### src/rtl/placement_seq_ctrl.sv
// placement_seq_ctrl: phase-strobe sequencer for the 8-stage rectangle-placement pipeline,
// with valid/ready admission, token tracking, RAM enable gating and occupancy-clear sweep.
module placement_seq_ctrl #(
    parameter int NUM_STRIPS = 16,
    parameter int ADDR_W     = 4
) (
    input  logic              clk_i,
    input  logic              rst_i,
    input  logic              req_valid_i,
    output logic              req_ready_o,
    input  logic              clear_i,
    output logic [3:0]        phase_en_o,
    output logic              ram_rd_en_o,
    output logic              ram_wr_en_o,
    output logic              clr_active_o,
    output logic [ADDR_W-1:0] clr_addr_o,
    output logic              strike_clr_o,
    output logic              out_valid_o,
    output logic              busy_o
);
    typedef enum logic [1:0] {INIT, CLEAR, RUN, DRAIN} state_t;
    state_t     state;
    logic [1:0] ph;
    logic [7:0] v, v_nxt;
    logic       active, acc, last;
    assign active       = state == RUN || state == DRAIN;
    assign req_ready_o  = state == RUN && ph == 2'd0 && !clear_i;
    assign acc          = req_valid_i & req_ready_o;
    assign last         = clr_addr_o == ADDR_W'(NUM_STRIPS - 1);
    assign phase_en_o   = active ? 4'(4'b0001 << ph) : 4'b0000;
    assign ram_rd_en_o  = active && ph == 2'd2 && v[1];
    assign clr_active_o = state == CLEAR;
    assign ram_wr_en_o  = clr_active_o || (active && ph == 2'd1 && v[4]);
    assign strike_clr_o = clr_active_o && clr_addr_o == '0;
    assign out_valid_o  = v[7];
    assign busy_o       = state != RUN || |v;
    // A token moves into the two stages owning the current phase and leaves its old slot,
    // so each token occupies exactly one bit and v empties as soon as the O stage is done.
    always_comb begin
        v_nxt = v;
        if (active)
            for (int s = 0; s < 8; s++)
                if (s % 4 == int'(ph)) begin
                    v_nxt[s]           = (s == 0) ? acc : v[(s + 7) % 8];
                    v_nxt[(s + 7) % 8] = 1'b0;
                end
    end
    always_ff @(posedge clk_i or posedge rst_i) begin
        if (rst_i) begin
            state      <= INIT;
            ph         <= 2'd0;
            v          <= '0;
            clr_addr_o <= '0;
        end else begin
            v  <= v_nxt;
            ph <= active ? ph + 2'd1 : 2'd0;
            case (state)
                INIT:  state <= CLEAR;
                CLEAR: begin
                    clr_addr_o <= last ? '0 : clr_addr_o + 1'b1;
                    if (last) state <= RUN;
                end
                RUN:   if (clear_i) state <= DRAIN;
                DRAIN: if (v_nxt == '0) state <= CLEAR;
                default: state <= INIT;
            endcase
        end
    end
endmodule
### config.mk
export PLATFORM = sky130hd
export DESIGN_NAME = placement_seq_ctrl
export DESIGN_NICKNAME = d
export VERILOG_FILES = /design/src/rtl/placement_seq_ctrl.sv
export SDC_FILE = /design/constraint.sdc
export NUM_CORES = 1
export LEC_CHECK = 0
export CORE_ASPECT_RATIO = 1.4
export CORE_MARGIN = 3
export CORE_UTILIZATION = 40
export DETAILED_ROUTE_END_ITERATION = 6
export SYNTH_ARGS = -nofsm -noshare
export SYNTH_HDL_FRONTEND = slang
export SYNTH_SLANG_ARGS = --single-unit
### constraint.sdc
create_clock -name clk_i -period 2.4 [get_ports clk_i]
set_input_delay 0.24 -clock clk_i [delete_from_list [all_inputs] [get_ports clk_i]]
set_output_delay 0.24 -clock clk_i [all_outputs]
set_load 0.01 [all_outputs]
==> results of run 1 <==
## critical path: cells and delay by family, from the launching register on
kind          cells  cell delay (ns)
flops             1             0.45
fa+ha+maj         1             0.30
simple gates      1             0.26
buf+inv           2             0.74
## worst paths after layout
path	end	startpoint	slack [ns]
max	strike_clr_o	state[1]	0.13
min	v[7]	rst_i	0.31
max reg2reg	state[1]	state[0]	0.16
min reg2reg	ph[0]	ph[0]	0.50
max in group asynchronous	ph[1]	rst_i	1.69
min in group clk_i	ph[0]	ph[0]	0.50
## layer usage
layer | global-route usage | part of all wire | vias up
li1 | - | - | 446
met1 | 0.180 | 0.43 | 435
met2 | 0.300 | 0.51 | 36
met3 | 0.0203 | 0.045 | 4
met4 | 0.103 | 0.023 | 0
met5 | 0 | 0 | -
## cell type report
cell class | count | share of cell area
Sequential cell | 16 | 0.301
Clock buffer | 4 | 0.0273
Inverter | 11 | 0.0311
Timing Repair Buffer | 24 | 0.169
Multi-Input combinational cell | 77 | 0.439
Tap cell | 34 | 0.0320
## power breakdown
part,internal (mW),switching (mW)
clock network,0.0925,0.0912
registers,0.380,0.115
logic,0.537,0.548
## stage by stage
step / worst slack (ns) / util
finish: 0.126 / 0.544
CTS: 0.0790 / 0.538
detailed placement: 0.00214 / 0.522
global placement: 0.0476 / 0.522
floorplan: 0.256 / -
global route: 0.00590 / 0.544
## cell families (layout without fill, tap and decap cells)
family | Yosys count | count (layout) | share of synthesized area
XOR/XNOR | 1 | 1 | 0.00844
adder cells (fa/ha/maj) | 10 | 10 | 0.120
AND/OR/NAND/NOR | 39 | 39 | 0.227
buffers and inverters | 15 | 39 | 0.0699
flip-flops | 16 | 16 | 0.386
AO/OA/AOI/OAI | 27 | 27 | 0.189
## registers in the layout, indices dropped and copies added (netlist names)
register,count
clr_addr_o,4
ph,2
v,8
state,2
## layout by cell type (no fill, tap or decap), drive strengths merged, types with 2 or more instances in the layout
cell type       n
dfrtp          16
nand3           4
nor4            3
clkdlybuf4s50  18
a32o            2
or3b            5
inv            11
or4             2
nand2           3
a21oi           4
nand4b          2
clkbuf          4
buf             6
ha             10
nor2           11
and2            2
o211ai          8
o22ai           3
o21ai           3
==> results.txt, run 1 <==
Root Buffer: clkbuf_4
Least-Margin Pin Slew: 0.616 ns
# hold bufs at CTS: 0
Setup TNS: 0 ns
Post-synth EDFFs: 0
RSZ-0062 raised after global routing: false
Required time of the critical path: 2.16 ns
Initial antenna violation count: 0
Area Overhead vs Synth: 28.0%
Final Total Pwr: 1.76 mW
Largest stage delay, worst path: 0.59 ns
Top_reg_cell synth: dfrtp_1
Tmin final: 2.27 ns
TritonCTS clock tree: built
Synth top cells by count: dfrtp_1, inv_1, nor2_1, ha_1, o211ai_1
Placed cell area: 0.00127 mm^2
Fin. Hold Viols: 0
Clock Skew: 0.000659 ns
Post-synthesis cell type count: 35
Startpoint Class: register
Core ar.: 0.00244 mm^2
Antenna-violating nets left: 0
Detail Placement HPWL: 1870 um
Drt first pass iters: 6
Top cells by area, synth: dfrtp_1, ha_1, o211ai_1
H-tree levels: 1
Post-synthesis instance area: 0.00104 mm^2
Status: complete, no violations
Post-synth top area cell: dfrtp_1
Relative slew margins: 0.589
Crit path DAT: 2.03 ns
Crit path kind: register to primary output
Max Cap Viol: 0
Vias per cell: 5.55
Non-Filler Instances: 166
Area of the multi-input gates: 583 um^2
Fillers: 222
FP Rows: 21
IO Port Bufs: 18
Initial core utilization: 0.425
Pin count of the biggest net entering global routing: 18
Total Routing Usage GR: 0.165
Post-synthesis sequential area ratio: 0.386
P_leak: 0.592 nW
Diodes inserted: 0
Clock transition at path regs: 0.10 ns
Worst min-delay path class: input port to async pin
Nets@finish: 147
Via count: 921
Cell area after layout: 0.00133 mm^2
PD cells: 1330 mW/mm^2
Crit end category: primary output
Syn_area_per_cell: 9.62 um^2
Post-route DRC: 0
Seq cells post-synth: 16
Top Ports: 19
Initial drt markers: 16
Sequence of cells on the critical path: inv_1 -> ha_2 -> nor4bb_1 -> clkdlybuf4s50_1
GRT overflow: 0
Slowest stage cell, crit path: clkdlybuf4s50_1
First-pass GRT wire length: 4040 um
Final setup vio count: 0
Layout cell share with drive strength beyond 1: 0.152
Maximum clock frequency: 0.440 GHz
Yosys top cell area share: 0.386
Fin Hold WS: 0.312 ns
Critical-path maximum fanout: 10
FF+latch area: 400 um^2
Period utilisation layout: 0.948
Vias in the first global route: 877
Clock Sink Count: 16
Clock buffer depth: 2
Gpl congestion: 0.823
Most frequent cell after synthesis: dfrtp_1
Syn. warnings: 0
Die area: 0.00325 mm^2
Dpl cells: 162
Synthesized instance count: 108
Die Width: 49.1 um
Syn_nets: 122
Drt total wl: 2490 um
Final Slew Violations: 0
WL per Instance: 15.0 um
Synth async-reset ratio: 1.00
Post-CTS Setup Inserts: 0
Clk Latency, worst-skew pair: 0.29 ns
CTS buffer count: 3
Peak supply drop: 0.000775 V
Chip height: 66.3 um
Reg2reg path depth: 7
Post-cts resize count: 1
Power figures use the tool's default switching activity.
==> run 2, diff against run 1 <==
CORE_UTILIZATION = 50   (was 40)
GPL_TIMING_DRIVEN = 0   (was default)
PLACE_DENSITY = 0.77   (was default)
==> results.txt, run 2 (synthesis gave the netlist of run 1 again) <==
FP Rows: 18 (was 21)
Vias in the first global route: 999 (was 877)
Post-route DRC: 0 (unchanged)
Via count: 938 (was 921)
Die Width: 44.5 um (was 49.1 um)
Top Ports: 19 (unchanged)
Initial core utilization: 0.556 (was 0.425)
Initial antenna violation count: 0 (unchanged)
Clock buffer depth: 2 (unchanged)
Vias per cell: 6.25 (was 5.55)
Fin Hold WS: 0.315 ns (was 0.312 ns)
Commonest non-fill, non-tap cell in the layout: clkdlybuf4s50_1 (unchanged)
Peak supply drop: 0.000870 V (was 0.000775 V)
Fin. Hold Viols: 0 (unchanged)
Least-Margin Pin Slew: 0.615 ns (was 0.616 ns)
P_leak: 0.594 nW (was 0.592 nW)
Total Routing Usage GR: 0.214 (was 0.165)
GR Util met1: 0.253 (was 0.180)
Pin count of the biggest net entering global routing: 17 (was 18)
Chip height: 59.9 um (was 66.3 um)
Layout cell share with drive strength beyond 1: 0.154 (was 0.152)
Met2 global-route usage: 0.359 (was 0.300)
# hold bufs at CTS: 0 (unchanged)
Crit path kind: register to register (was register to primary output)
Largest Register: v (unchanged)
Power share of the clock group: 0.081 (was 0.104)
Final setup vio count: 0 (unchanged)
Root Buffer: clkbuf_4 (unchanged)
Area Overhead vs Synth: 26.0% (was 28.0%)
Antenna-violating nets left: 0 (unchanged)
TritonCTS clock tree: built (unchanged)
Flop pwr share: 0.291 (was 0.280)
Clock transition at path regs: 0.09 ns (was 0.10 ns)
Biggest regs: v x8, clr_addr_o x4 (unchanged)
Most frequent cells in the layout: clkdlybuf4s50_1, dfrtp_1, inv_1, nor2_1 (was clkdlybuf4s50_1, dfrtp_1, inv_1, nor2_1, o211ai_1)
Switching Share: 0.438 (was 0.427)
FF+latch area: 402 um^2 (was 400 um^2)
H-tree levels: 1 (unchanged)
Clk Latency, worst-skew pair: 0.29 ns (about the same)
First-pass GRT wire length: 4270 um (was 4040 um)
Area of the multi-input gates: 591 um^2 (was 583 um^2)
WL per Instance: 16.3 um (was 15.0 um)
Detail Placement HPWL: 1800 um (was 1870 um)
Gpl congestion: 0.833 (was 0.823)
Nets@finish: 146 (was 147)
Worst min-delay path class: input port to async pin (unchanged)
GRT overflow: 0 (unchanged)
Drt first pass iters: 5 (was 6)
Largest register FFs: 8 (unchanged)
Core ar.: 0.00187 mm^2 (was 0.00244 mm^2)
PD cells: 1320 mW/mm^2 (was 1330 mW/mm^2)
Comb pwr share: 0.627 (was 0.615)
Startpoint Class: register (unchanged)
CTS buffer count: 3 (unchanged)
IO Port Bufs: 18 (unchanged)
Die area: 0.00267 mm^2 (was 0.00325 mm^2)
Clock Sink Count: 16 (unchanged)
Final Total Pwr: 1.73 mW (was 1.76 mW)
Crit end category: register (was primary output)
Max Cap Viol: 0 (unchanged)
Status: complete, no violations (unchanged)
Met3 global-route usage: 0.0241 (was 0.0203)
Diodes inserted: 0 (unchanged)
Period utilisation layout: 0.974 (was 0.948)
P_int: 974 uW (was 1.01 mW)
Drt total wl: 2450 um (was 2490 um)
Sw Pwr: 759 uW (was 754 uW)
Required time of the critical path: 2.58 ns (was 2.16 ns)
Clock Skew: 0.00580 ns (was 0.000659 ns)
Maximum clock frequency: 0.428 GHz (was 0.440 GHz)
Critical-path maximum fanout: 10 (unchanged)
Tmin final: 2.34 ns (was 2.27 ns)
Most Crowded Layer GR: met2 (unchanged)
Final Slew Violations: 0 (unchanged)
Crit path DAT: 2.52 ns (was 2.03 ns)
Fillers: 143 (was 222)
Relative slew margins: 0.590 (was 0.589)
Initial drt markers: 35 (was 16)
-- run 2: layout make-up --
class,count,share of cell area
inverter,11,0.0315
sequential,16,0.307
tap,20,0.0191
timing repair buffer,20,0.151
clock buffer,3,0.0172
buffer,3,0.0229
multi-input combinational,77,0.451
-- run 2: final timing paths --
path	startpoint	endpoint	slack, ns	cells after the start
worst min-delay path	rst_i	v[6]	0.31	2
worst max-delay path	state[0]	state[0]	0.06	8
max in group asynchronous	rst_i	state[1]	1.65	2
worst max register to register	state[0]	state[0]	0.06	8
min in group clk_i	ph[0]	ph[0]	0.50	1
worst min register to register	ph[0]	ph[0]	0.50	1
-- run 2: stage by stage --
step / TNS [ns] / setup WS (ns) / cells / area [um^2] / utilization
finish: 0 / 0.0617 / 150 / 1310 / 0.700
CTS: 0 / 0.0198 / 148 / 1260 / 0.675
floorplan: 0 / 0.256 / 108 / 1040 / -
global route: -0.0779 / -0.0531 / 150 / 1310 / 0.700
global placement: 0 / 0.0396 / 146 / 1240 / 0.665
detailed placement: 0 / 0.0390 / 146 / 1240 / 0.665
-- run 2: power by group through the flow --
stage | clock network, mW | registers [mW] | logic, mW
3_3_place_gp | 0 | 0.494 | 0.981
4_1_cts | 0.142 | 0.496 | 1.01
2_1_floorplan | 0 | 0.486 | 0.671
5_1_grt | 0.150 | 0.519 | 1.22
6_report | 0.141 | 0.505 | 1.09
3_5_place_dp | 0 | 0.502 | 1.00
-- run 2: repair_timing --
| item | CTS | global route |
|---|---|---|
| pin swaps | 0 | 7 |
| buffers inserted | 0 | 2 |
| endpoints found under the setup margin | 1 | 6 |
| gates resized for setup | 0 | 9 |
-- run 2: layer usage --
| metal | vias to the layer above | routed length (um) |
|---|---|---|
| met2 | 30 | 1250 |
| met3 | 7 | 139 |
| met4 | 0 | 74 |
| met5 | - | 0 |
| li1 | 441 | - |
| met1 | 460 | 985 |
-- run 2: worst max-delay path, cell delays in order, from the launching register on --
cell and delay [ns]:
dfrtp_1 0.44, ha_1 0.23, buf_6 0.13, buf_4 0.17, o211ai_1 0.28, o2bb2ai_2 0.11
or4_4 0.56, o211ai_1 0.20, nand3_1 0.10
